## config.mk

```make
export PLATFORM = sky130hd
export DESIGN_NAME = keypad_scan
export DESIGN_NICKNAME = d
export VERILOG_FILES = /design/src/rtl/keypad_pkg.sv /design/src/rtl/keypad_tick.sv /design/src/rtl/keypad_scan.sv
export SDC_FILE = /design/constraint.sdc
export NUM_CORES = 1
export LEC_CHECK = 0
export ABC_CLOCK_PERIOD_IN_PS = 5050
export BUFFER_PORTS_ARGS = -buffer_cell sky130_fd_sc_hd__buf_2
export CORE_ASPECT_RATIO = 1.1
export CORE_MARGIN = 2
export CORE_UTILIZATION = 50
export CTS_CLUSTER_DIAMETER = 200
export CTS_CLUSTER_SIZE = 12
export DETAILED_ROUTE_END_ITERATION = 6
export PLACE_DENSITY_LB_ADDON = 0.1
export SLEW_MARGIN = 5
export SYNTH_ARGS = -nofsm -noshare
export SYNTH_HDL_FRONTEND = slang
export SYNTH_SLANG_ARGS = --single-unit
```

## constraint.sdc

```tcl
create_clock -name clk -period 5.05 [get_ports clk]
set_input_delay 0.7575 -clock clk [delete_from_list [all_inputs] [get_ports clk]]
set_output_delay 0.7575 -clock clk [all_outputs]
set_load 0.01 [all_outputs]
```

## src/rtl/keypad_pkg.sv

```systemverilog
// keypad_pkg: scanner state encoding, matrix constants and key-code helpers.
package keypad_pkg;
    typedef enum logic [1:0] {SCAN, DEBOUNCE, PRESSED, RELEASE} state_t;
    localparam logic [3:0] COL_RESET = 4'b1110;
    localparam logic [3:0] ROW_IDLE = 4'hF;
    function automatic logic one_low(input logic [3:0] v);
        return v == 4'b1110 || v == 4'b1101 || v == 4'b1011 || v == 4'b0111;
    endfunction
    function automatic logic [1:0] low_idx(input logic [3:0] v);
        return !v[0] ? 2'd0 : !v[1] ? 2'd1 : !v[2] ? 2'd2 : 2'd3;
    endfunction
    function automatic logic [3:0] key_code_of(input logic [1:0] row, input logic [1:0] col);
        return {row, col};
    endfunction
endpackage

```

## src/rtl/keypad_tick.sv

```systemverilog
// keypad_tick: one-cycle scan tick every CLK_FREQ/SCAN_HZ clocks.
module keypad_tick #(
    parameter int CLK_FREQ = 100_000_000,
    parameter int SCAN_HZ = 1000
) (
    input  logic clk,
    input  logic reset,
    output logic tick
);
    localparam int DIV = CLK_FREQ / SCAN_HZ;
    localparam int W = $clog2(DIV);
    localparam logic [W-1:0] LAST = W'(DIV - 1);
    logic [W-1:0] cnt;
    always_ff @(posedge clk)
        if (!reset || cnt == LAST) cnt <= '0;
        else cnt <= cnt + 1'b1;
    assign tick = cnt == LAST;
endmodule

```

## src/rtl/keypad_scan.sv

```systemverilog
// keypad_scan: 4x4 keypad scanner with debounce and a valid/ready key-event port.
// Define KEYPAD_AUTOREPEAT_EN to re-emit held keys after HOLD_SCANS, then every REPEAT_SCANS.
module keypad_scan
    import keypad_pkg::*;
#(
    parameter int CLK_FREQ = 100_000_000,
    parameter int SCAN_HZ = 1000,
    parameter int DEBOUNCE_SCANS = 8,
    parameter int HOLD_SCANS = 500,
    parameter int REPEAT_SCANS = 100
) (
    input  logic       clk,
    input  logic       reset,
    input  logic [3:0] row_in,
    output logic [3:0] col_out,
    output logic [3:0] key_code,
    output logic       key_valid,
    input  logic       key_ready,
    output logic       key_held,
    output logic       overrun
);
    localparam int DW = $clog2(DEBOUNCE_SCANS + 1);
    localparam logic [DW-1:0] DB_LAST = DW'(DEBOUNCE_SCANS - 1);
    state_t state;
    logic [3:0] sync0, row_s, code;
    logic [DW-1:0] cnt;
    logic tick, idle, match, emit, rep_hit;
    keypad_tick #(.CLK_FREQ(CLK_FREQ), .SCAN_HZ(SCAN_HZ)) u_tick (
        .clk(clk),
        .reset(reset),
        .tick(tick)
    );
    always_ff @(posedge clk)
        if (!reset) {row_s, sync0} <= '1;
        else {row_s, sync0} <= {sync0, row_in};
    assign idle = row_s == ROW_IDLE;
    assign match = row_s == ~(4'b0001 << code[3:2]);
    assign emit = tick && (state == DEBOUNCE && match && cnt == DB_LAST || rep_hit);
`ifdef KEYPAD_AUTOREPEAT_EN
    localparam int RW = $clog2(HOLD_SCANS + 1);
    localparam logic [RW-1:0] HOLD_LAST = RW'(HOLD_SCANS - 1);
    localparam logic [RW-1:0] REP_BASE = RW'(HOLD_SCANS - REPEAT_SCANS);
    logic [RW-1:0] rep_cnt;
    if (CLK_FREQ / SCAN_HZ < 2 || DEBOUNCE_SCANS < 2 || REPEAT_SCANS < 1 || HOLD_SCANS < REPEAT_SCANS) begin : g_bad_cfg
        $error("keypad_scan: invalid parameters");
    end
    assign rep_hit = state == PRESSED && !idle && rep_cnt == HOLD_LAST;
    // Reloading to HOLD-REPEAT makes every later hit land REPEAT_SCANS apart.
    always_ff @(posedge clk)
        if (!reset || state != PRESSED) rep_cnt <= '0;
        else if (tick && !idle) rep_cnt <= rep_hit ? REP_BASE : rep_cnt + 1'b1;
`else
    if (CLK_FREQ / SCAN_HZ < 2 || DEBOUNCE_SCANS < 2 || HOLD_SCANS < 0 || REPEAT_SCANS < 0) begin : g_bad_cfg
        $error("keypad_scan: invalid parameters");
    end
    assign rep_hit = 1'b0;
`endif
    always_ff @(posedge clk) begin
        overrun <= 1'b0;
        if (!reset) begin
            state <= SCAN;
            col_out <= COL_RESET;
            code <= '0;
            cnt <= '0;
            key_code <= '0;
            key_valid <= 1'b0;
            key_held <= 1'b0;
        end else begin
            if (emit && key_valid && !key_ready) overrun <= 1'b1;
            else if (emit) begin
                key_code <= code;
                key_valid <= 1'b1;
            end else if (key_valid && key_ready) key_valid <= 1'b0;
            if (tick)
                case (state)
                    SCAN:
                        if (one_low(row_s)) begin
                            code <= key_code_of(low_idx(row_s), low_idx(col_out));
                            cnt <= DW'(1);
                            state <= DEBOUNCE;
                        end else col_out <= {col_out[2:0], col_out[3]};
                    DEBOUNCE:
                        if (!match) begin
                            cnt <= '0;
                            state <= SCAN;
                            col_out <= {col_out[2:0], col_out[3]};
                        end else if (cnt == DB_LAST) begin
                            key_held <= 1'b1;
                            state <= PRESSED;
                        end else cnt <= cnt + 1'b1;
                    PRESSED:
                        if (idle) begin
                            cnt <= DW'(1);
                            state <= RELEASE;
                        end
                    RELEASE:
                        if (!idle) state <= PRESSED;
                        else if (cnt == DB_LAST) begin
                            cnt <= '0;
                            key_held <= 1'b0;
                            state <= SCAN;
                            col_out <= {col_out[2:0], col_out[3]};
                        end else cnt <= cnt + 1'b1;
                endcase
        end
    end
endmodule

```

==> impl_metrics.tcl, run 1 <==
set metrics [dict create \
    status "finished, final reports clean" \
    avgViaCountPerCell 5.66 \
    grt_overflow_total 0 \
    ant_nets 0 \
    synth.top_cells.by_area "dfxtp_1 41%, nor2_1 4.5%, a21oi_1 3.4%, nand2b_1 3.4%, mux2i_1 3.1%" \
    dp_slack_ps 2890 \
    clk_pin_slew_ps 90 \
    diodes 0 \
    cap_violations 0 \
    tightest_slew_ps 501 \
    yosys_warnings 0 \
    wl_per_cell_um 13.8 \
    synth_area_per_cell_um2 9.02 \
    post_cts_buffers 0 \
    p_per_area_nw_per_um2 258 \
    period_share_pct 43.0 \
    cp-start-kind "flop" \
    dr.first_iter.drc_count 86 \
    whs_ps 414 \
    peakVddDrop_v 0.000156 \
    initial_core_util_pct 52.0 \
    path_class "flop to flop" \
    total_power_mw 0.624 \
    area_growth_pct 8.37 \
    synth_top_area_cell "dfxtp_1" \
    cpPeakStageDelay_ps 370 \
    cp_cell_sequence "ha_1 > and4_1 > nand4_1 > a31oi_1 > and4_1 > mux2i_1" \
    critPathMaxFanout 9 \
    post-place-cells 308 \
    die_area_um2 5010 \
    rsz0062_at_grt "no" \
    cts_tree "built" \
    timing.final.ws_setup_ps 2880 \
    cp-end-kind "flop" \
    grt_pass1_vias 1635 \
    firstDrtPassIters 4 \
    antenna_found_initial 0 \
    rows 25 \
    clock-sinks 46 \
    drt-total-wl_um 4350 \
    grt_max_degree 21 \
    finalSetupViolations 0 \
    hold_buffers 0 \
    drc 0 \
    track_usage_pct 19.3 \
    final_max_slew_viol_count 0 \
    tns_ps 0 \
    core_area_um2 4290 \
    clock_latency_ps 300 \
    slew_headroom_pct 66.4 \
    num_io_pins 18 \
    worstPathArrival_ps 2390 \
    cts_buffer_depth 2 \
    synth_edf_count 0 \
    io_buffer_count 17 \
    fin_cells 316 \
    hold_class "flop to flop" \
    synth_cells 247 \
    p_leak_nw 0.937 \
    synth_cell_types 56 \
    cts_max_level 2 \
    root_buffer "clkbuf_8" \
    finalClockSkew_ps 5.79 \
    cp_slowest_cell "nand4_1" \
    final-hold-violation-count 0 \
    synth_ff_type "dfxtp_1" \
    ys_async_sr_fraction_pct 0 \
    yosysSeqAreaShare_pct 41.3 \
    drive_gt1_share_pct 14.9 \
    synth_fp_nets 256 \
    fin_nets 270 \
    cts_resized 0 \
    die_w_um 67.7 \
    synth_most_common_cell "dfxtp_1" \
    crit_top_cell "and4_1" \
    required_ps 5270 \
    synth_top_area_share_pct 41.3 \
    vias 1788 \
    hpwl_um 3080 \
    ys_top_cells_by_count "46 x dfxtp_1, 27 x nor2_1, 17 x nand2_1" \
    syn_area_um2 2230 \
    die_h_um 74.0 \
    grt_pass1_wl_um 7300 \
    fill_cells 404 \
    routabilityCongestion 0.786 \
    min_period_ps 2170 \
    ys_ff_latch 46 \
    timing.fmax_mhz 461 \
    cts-buffers-inserted 5 \
]
## worst paths after layout
check | startpoint | end | slack [ps] | cells past startpoint
worst max-delay path | u_tick.cnt[0]$_SDFF_PP0_ | col_out[0]$_SDFFE_PN0P_ | 2880 | 6
worst min-delay path | sync0[0]$_SDFF_PN1_ | row_s[0]$_SDFF_PN1_ | 410 | 1
worst max register to register | u_tick.cnt[0]$_SDFF_PP0_ | col_out[0]$_SDFFE_PN0P_ | 2880 | 6
worst min register to register | sync0[0]$_SDFF_PN1_ | row_s[0]$_SDFF_PN1_ | 410 | 1
## routing by layer
metal	vias up	GRT usage, %	part of all wire, %
met5	-	0	0
met4	0	5.44	0.76
met3	4	4.99	2.3
met2	15	31.2	48
met1	848	25.5	49
li1	921	-	-
## per-stage QoR
stage                     cell area [µm²]  util, %
after detailed placement             2320     54.2
final                                2410     56.4
after floorplan                      2230        -
after global placement               2320     54.2
after CTS                            2410     56.4
after global routing                 2410     56.4
## placed cells by master (no fill, tap or decap), types with 3 or more instances in the layout
cell and count:
dfxtp_1 46, nor2_1 27, nand2_1 17, buf_2 17, a21oi_1 15, nand2b_1 12, o21ai_0 9, nand4_1 8
inv_1 8, xor2_1 7, nand3_1 7, mux2i_1 7, xnor2_1 6, and3_1 5, nor4_1 5, clkbuf_8 5
and4_1 4, or3_1 4, o21a_1 3, a31o_2 3
## flip-flops by register name, summed over array words and instances, names as in the netlist, 2 cells and up
| register | cells |
|---|---|
| state | 2 |
| code | 4 |
| key_code | 4 |
| sync0 | 4 |
| row_s | 4 |
| col_out | 4 |
| u_tick.cnt | 17 |
| cnt | 4 |
## logic make-up (layout without fill, tap and decap cells)
| group | Yosys count | after routing | share of synthesized area (%) |
|---|---|---|---|
| xor gates and xnor gates | 13 | 13 | 5.11 |
| DFF | 46 | 46 | 41.3 |
| muxes | 8 | 8 | 3.82 |
| adders and majority gates | 2 | 2 | 1.12 |
| buffers and inverters | 19 | 34 | 4.04 |
| AOI/OAI and AO/OA | 50 | 50 | 16.6 |
| and+or+nand+nor | 109 | 109 | 28.0 |
## cell type report
| type | count | area, µm² | share of cell area [%] |
|---|---|---|---|
| inverter | 9 | 33.8 | 1.40 |
| sequential | 46 | 921 | 38.1 |
| timing repair buffer | 17 | 85.1 | 3.52 |
| clock inverter | 3 | 21.3 | 0.881 |
| tap | 54 | 67.6 | 2.80 |
| clock buffer | 5 | 68.8 | 2.85 |
| multi-input combinational | 182 | 1220 | 50.4 |
## critical path: cells and delay by family, from the launching register on
kind	cells	cell delay [ps]
flip-flops	1	350
adder cells (fa/ha/maj)	1	200
AND/OR/NAND/NOR	3	1040
multiplexers	1	230
AO/OA/AOI/OAI	1	270
## power breakdown
group / switching, mW / total, mW / internal, mW
Clock: 0.127 / 0.224 / 0.0973
Combinational: 0.0172 / 0.0285 / 0.0113
Sequential: 0.00404 / 0.371 / 0.367
Total: 0.148 / 0.624 / 0.476
No activity file was read; power rests on OpenSTA's default activity.
==> inputs of run 2 (changes only) <==
--- a/config.mk
+++ b/config.mk
@@ -5,7 +5,8 @@
 export SDC_FILE = /design/constraint.sdc
 export NUM_CORES = 1
 export LEC_CHECK = 0
-export ABC_CLOCK_PERIOD_IN_PS = 5050
+export ABC_AREA = 1
+export ABC_CLOCK_PERIOD_IN_PS = 1900
 export BUFFER_PORTS_ARGS = -buffer_cell sky130_fd_sc_hd__buf_2
 export CORE_ASPECT_RATIO = 1.1
 export CORE_MARGIN = 2
==> constraint.sdc (replaced) <==
create_clock -name clk -period 1.9 [get_ports clk]
set_input_delay 0.285 -clock clk [delete_from_list [all_inputs] [get_ports clk]]
set_output_delay 0.285 -clock clk [all_outputs]
set_load 0.01 [all_outputs]
==> run 2 against run 1 <==
Effect of this change:
- sequential share of layout area down 2.0 points
- count of clock-buffer cells in the layout up 1
- die area up 2.9%
- clock power rose to 3.2 times the previous value
- critical endpoint is now col_out[1]$_SDFFE_PN1P_
==> impl_metrics.tcl, run 2 <==
set metrics [dict create \
    drt-total-wl_um 4430 \
    grt_pass1_vias 1840 \
    vias 2006 \
    ant_nets 0 \
    synth_edf_count 0 \
    final_common_cell "nand2_1" \
    fin_cells 412 \
    cp-start-kind "flop" \
    tightest_slew_ps 291 \
    cts_buffer_depth 2 \
    ys_ff_latch 46 \
    hold_buffers 0 \
    p_per_area_nw_per_um2 696 \
    root_buffer "clkbuf_8" \
    grt_overflow_total 0 \
    synth_ff_type "dfxtp_1" \
    synth_most_common_cell "nand2_1" \
    slew_headroom_pct 80.6 \
    r2r_end "col_out[1]$_SDFFE_PN1P_" \
    fin_nets 366 \
    die_w_um 68.6 \
    finalClockSkew_ps 7.97 \
    power.share.sequential_pct 55.4 \
    die_h_um 75.1 \
    r2r_slack_ps 290 \
    die_area_um2 5150 \
    crit_path_start "u_tick.cnt[0]$_SDFF_PP0_" \
    grt_pass1_wl_um 7550 \
    cp-end-kind "flop" \
    diodes 0 \
    cpPeakStageDelay_ps 350 \
    path_class "flop to flop" \
    mostFrequentLayoutCells "85 x nand2_1, 50 x nor2_1, 46 x dfxtp_1" \
    power_frac_clock_pct 40.1 \
    p_sw_share_pct 21.3 \
    crit_top_cell "nand3_1" \
    synth_cells 334 \
    min_from "row_in[3]" \
    post_cts_buffers 0 \
    io_buffer_count 17 \
    r2r-start "u_tick.cnt[0]$_SDFF_PP0_" \
    cp_slowest_cell "dfxtp_1" \
    top_register "u_tick.cnt" \
    clock_latency_ps 290 \
    tns_ps 0 \
    p_switching_mw 0.379 \
    core_area_um2 4350 \
    cts_tree "built" \
    track_usage_pct 19.4 \
    synth_top_area_share_pct 40.1 \
    cts_max_level 2 \
    area_growth_pct 11.1 \
    num_io_pins 18 \
    avgViaCountPerCell 4.87 \
    dr.first_iter.drc_count 63 \
    antenna_found_initial 0 \
    hold_class "input pin to flop" \
    clock-sinks 46 \
    synth_top_area_cell "dfxtp_1" \
    min_period_ps 1610 \
    syn_area_um2 2300 \
    clk_pin_slew_ps 90 \
    initial_core_util_pct 52.8 \
    post-place-cells 404 \
    rows 25 \
    synth.top_cells.by_area "dfxtp_1 40%, nand2_1 14%, nor2_1 8.2%, inv_1 5.9%, nand3_1 5.2%" \
    largest_reg_flops 17 \
    period_share_pct 84.9 \
    hold_depth 2 \
    cp_cell_sequence "ha_1 > nand3_1 > inv_2 > nand2_1 > nor2_2 > nand3_1 > nor2_2 > inv_2 > nand2_1 > nand3_1" \
    rsz0062_at_grt "no" \
    peakVddDrop_v 0.000488 \
    cap_violations 0 \
    critPathMaxFanout 5 \
    yosysSeqAreaShare_pct 40.1 \
    yosys_warnings 0 \
    timing.fmax_mhz 620 \
    required_ps 2080 \
    firstDrtPassIters 4 \
    r2r_cells 10 \
    intPower_mw 1.40 \
    routabilityCongestion 0.904 \
    final_max_slew_viol_count 0 \
    cts-buffers-inserted 5 \
    synth_area_per_cell_um2 6.87 \
    cts_resized 0 \
    hold_end "sync0[3]$_SDFF_PN1_" \
    wl_per_cell_um 10.8 \
    ys_async_sr_fraction_pct 0 \
    drc 0 \
    grt_max_degree 17 \
    synth_cell_types 30 \
    finalSetupViolations 0 \
    synth_fp_nets 343 \
    final-hold-violation-count 0 \
    status "finished, final reports clean" \
    combPwrFrac_pct 4.5 \
    worstPathArrival_ps 1800 \
    fill_cells 441 \
    p_leak_nw 1.14 \
    drive_gt1_share_pct 19.6 \
    hpwl_um 3410 \
    ys_top_cells_by_count "85 x nand2_1, 50 x nor2_1, 46 x dfxtp_1" \
]
[run 2: cell count changes after synthesis, moves of 6 or more]
| cell | before | now |
|---|---|---|
| nor2_1 | 27 | 50 |
| nand2b_1 | 12 | 0 |
| or2_2 | 1 | 11 |
| nand3_1 | 7 | 24 |
| nor2_2 | 0 | 9 |
| clkbuf_1 | 7 | 1 |
| mux2i_1 | 7 | 0 |
| nand2_1 | 17 | 85 |
| inv_2 | 0 | 8 |
| inv_1 | 8 | 36 |
[run 2: metrics by stage]
step / instance area (µm²) / power (mW) / setup slack (ps) / hold WS [ps] / util [%]
global placement: 2440 / 1.09 / 296 / 393 / 56.1
floorplan: 2300 / 1.07 / 455 / 392 / -
CTS: 2550 / 1.80 / 261 / 163 / 58.7
global route: 2550 / 1.84 / 33.7 / 162 / 58.7
detailed placement: 2440 / 1.09 / 267 / 402 / 56.1
finish: 2550 / 1.78 / 288 / 168 / 58.7
[run 2: critical path, delay by kind of cell (launching register included)]
family        cells  cell delay (ps)
fa+ha+maj         1              190
buf+inv           2              190
flops             1              350
simple gates      7              770
[run 2: worst max path at each step]
stage                                    endpoint  depth (start not counted)  slack, ps
after floorplan           col_out[1]$_SDFFE_PN1P_                         10        460
after global placement    col_out[3]$_SDFFE_PN1P_                         10        300
after detailed placement  col_out[3]$_SDFFE_PN1P_                         10        270
after CTS                 col_out[3]$_SDFFE_PN1P_                         10        260
after global routing      col_out[2]$_SDFFE_PN1P_                         10         30
final                     col_out[1]$_SDFFE_PN1P_                         10        290
[run 2: layer usage]
layer | global-route usage [%] | part of all wire [%] | wire (µm) | vias up
li1 | - | - | - | 1087
met1 | 22.3 | 45 | 1990 | 890
met2 | 33.4 | 51 | 2260 | 21
met3 | 4.93 | 2.6 | 116 | 8
met4 | 8.89 | 1.7 | 77 | 0
met5 | 0 | 0 | 0 | -
[run 2: kinds of logic after synthesis]
group	share of synthesized area [%]
compound gates	6.10
xor+xnor	2.29
fa+ha+maj	1.09
buf+inv	8.72
flops	40.1
simple gates	41.7
[run 2: power by group through the flow]
stage | Combinational, mW | Clock (mW) | Sequential [mW]
final | 0.0805 | 0.712 | 0.984
after global routing | 0.0925 | 0.765 | 0.986
after detailed placement | 0.0814 | 0 | 1.01
after global placement | 0.0807 | 0 | 1.01
after CTS | 0.0820 | 0.738 | 0.984
after floorplan | 0.0609 | 0 | 1.00
[run 2: layout make-up]
class                   instances  area (µm²)  share of cell area [%]
repair buffers                 19         100                    3.92
multi-input cells             238        1170                    46.1
flip-flops and latches         46         921                    36.1
well taps                      54        67.6                    2.65
clock inverters                 2        37.5                    1.47
clock buffers                   6        72.6                    2.84
inverters                      47         178                    6.96
==> inputs of run 3 (changes only) <==
--- a/config.mk
+++ b/config.mk
@@ -6,7 +6,7 @@
 export NUM_CORES = 1
 export LEC_CHECK = 0
 export ABC_AREA = 1
-export ABC_CLOCK_PERIOD_IN_PS = 1900
+export ABC_CLOCK_PERIOD_IN_PS = 1550
 export BUFFER_PORTS_ARGS = -buffer_cell sky130_fd_sc_hd__buf_2
 export CORE_ASPECT_RATIO = 1.1
 export CORE_MARGIN = 2
==> constraint.sdc (replaced) <==
create_clock -name clk -period 1.55 [get_ports clk]
set_input_delay 0.2325 -clock clk [delete_from_list [all_inputs] [get_ports clk]]
set_output_delay 0.2325 -clock clk [all_outputs]
set_load 0.01 [all_outputs]
==> run 3 against run 2 <==
Effect of this change:
- cell count rose by 4.6%
- register-to-register slack got worse by 220 ps
- sequential cell count did not move
- count of clock-buffer cells in the layout down 1
- cell area grew 11%
- die area did not move
- critical path type unchanged
- critical endpoint is now col_out[3]$_SDFFE_PN1P_
- largest cell class unchanged
- highest routed layer unchanged
==> impl_metrics.tcl, run 3 (same netlist as run 2, synthesis figures left out) <==
set metrics [dict create \
    die_area_um2 5150 \
    cap_violations 0 \
    die_h_um 75.1 \
    final-hold-violation-count 0 \
    met2_usage_pct 37.1 \
    post-place-cells 417 \
    hold_class "input pin to flop" \
    mostFrequentLayoutCells "77 x nand2_1, 44 x nor2_1, 36 x inv_1" \
    fill_cells 391 \
    clk_pin_slew_ps 90 \
    cts_tree "built" \
    fin_nets 385 \
    cp-end-kind "flop" \
    final_common_cell "nand2_1" \
    period_share_pct 95.8 \
    routabilityCongestion 0.852 \
    top_register "u_tick.cnt" \
    status "finished, final reports clean" \
    drc 0 \
    grt_overflow_total 0 \
    root_buffer "clkbuf_8" \
    vias 2143 \
    timing.final.ws_setup_ps 65.7 \
    rows 25 \
    cts_max_level 2 \
    num_io_pins 18 \
    dr.first_iter.drc_count 84 \
    clock-sinks 46 \
    whs_ps 112 \
    p_leak_nw 1.27 \
    total_power_mw 2.05 \
    dp_slack_ps -78.5 \
    post_dp_cell_area_um2 2540 \
    cp-start-kind "flop" \
    hpwl_um 3510 \
    drive_gt1_share_pct 33.2 \
    r2r_slack_ps 70 \
    io_buffer_count 17 \
    utilization_pct 65.4 \
    peakVddDrop_v 0.000475 \
    clock_latency_ps 300 \
    timing.fmax_mhz 674 \
    grt_pass1_wl_um 7730 \
    ant_nets 0 \
    tns_ps 0 \
    largest_reg_flops 17 \
    initial_core_util_pct 52.8 \
    final_max_slew_viol_count 0 \
    rsz0062_at_grt "yes" \
    top_usage_layer "met2" \
    p_per_area_nw_per_um2 720 \
    core_area_um2 4350 \
    avgViaCountPerCell 4.97 \
    die_w_um 68.6 \
    min_period_ps 1480 \
    diodes 0 \
    grt_use_met3_pct 4.48 \
    critPathMaxFanout 5 \
    required_ps 1740 \
    fin_cells 431 \
    met1_usage_pct 21.9 \
    firstDrtPassIters 4 \
    cts_buffer_depth 2 \
    slew_headroom_pct 79.1 \
    grt_max_degree 17 \
    finalClockSkew_ps 7.38 \
    finalSetupViolations 0 \
    path_class "flop to flop" \
    tightest_slew_ps 313 \
    wl_per_cell_um 11.4 \
    cts-buffers-inserted 5 \
    worstPathArrival_ps 1670 \
    antenna_found_initial 0 \
    drt-total-wl_um 4930 \
    track_usage_pct 19.9 \
    design_area_um2 2840 \
    area_growth_pct 23.9 \
    grt_pass1_vias 1876 \
]
run 3: cell types whose count changed in the layout (fill, tap and decap cells not counted), moves of 6 or more:
cell | before | now
buf_4 | 2 | 20
dfxtp_1 | 46 | 33
dfxtp_2 | 0 | 9
nand2_1 | 85 | 77
nand2_2 | 3 | 9
nor2_1 | 50 | 44
nor2_4 | 4 | 11
run 3: area by class of cell:
class	count	area (µm²)	share of cell area, %
multi-input combinational	238	1320	46.2
timing repair buffer	38	246	8.67
clock buffer	5	68.8	2.42
inverter	47	180	6.34
sequential	46	947	33.3
clock inverter	3	18.8	0.660
tap	54	67.6	2.38
run 3: where the power goes:
group / leakage, nW / internal (mW) / switching (mW) / total, mW
registers: 0.377 / 1.19 / 0.0134 / 1.21
logic: 0.847 / 0.0468 / 0.0715 / 0.118
clock network: 0.0483 / 0.318 / 0.403 / 0.721
total: 1.27 / 1.56 / 0.488 / 2.05
run 3: path summary, 6_finish.rpt:
| path | cells past startpoint | endpoint | start |
|---|---|---|---|
| worst max-delay path | 10 | col_out[3]$_SDFFE_PN1P_ | u_tick.cnt[1]$_SDFF_PP0_ |
| worst min-delay path | 2 | sync0[3]$_SDFF_PN1_ | row_in[3] |
| worst max register to register | 10 | col_out[3]$_SDFFE_PN1P_ | u_tick.cnt[1]$_SDFF_PP0_ |
| worst min register to register | 1 | row_s[0]$_SDFF_PN1_ | sync0[0]$_SDFF_PN1_ |
run 3: repair_timing:
action                                  CTS  global route
hold buffers                              0             0
pin swaps                                 1            15
buffers inserted                          0             6
endpoints found under the setup margin   17            35
resized for setup                         5            48
run 3: worst max-delay path, stage by stage, from the launching register on:
cell     delay (ps)
dfxtp_4         370
ha_4            150
nand3_4         100
inv_4           110
nand2_4          50
nor2_4          150
nand3_2         110
nor2_4          140
inv_2            80
nand2_1          60
nand3_1          60
run 3: per-layer routing:
metal | vias up | share of wire, %
met1 | 961 | 42
li1 | 1130 | -
met4 | 0 | 1.6
met5 | - | 0
met3 | 11 | 3.7
met2 | 41 | 53
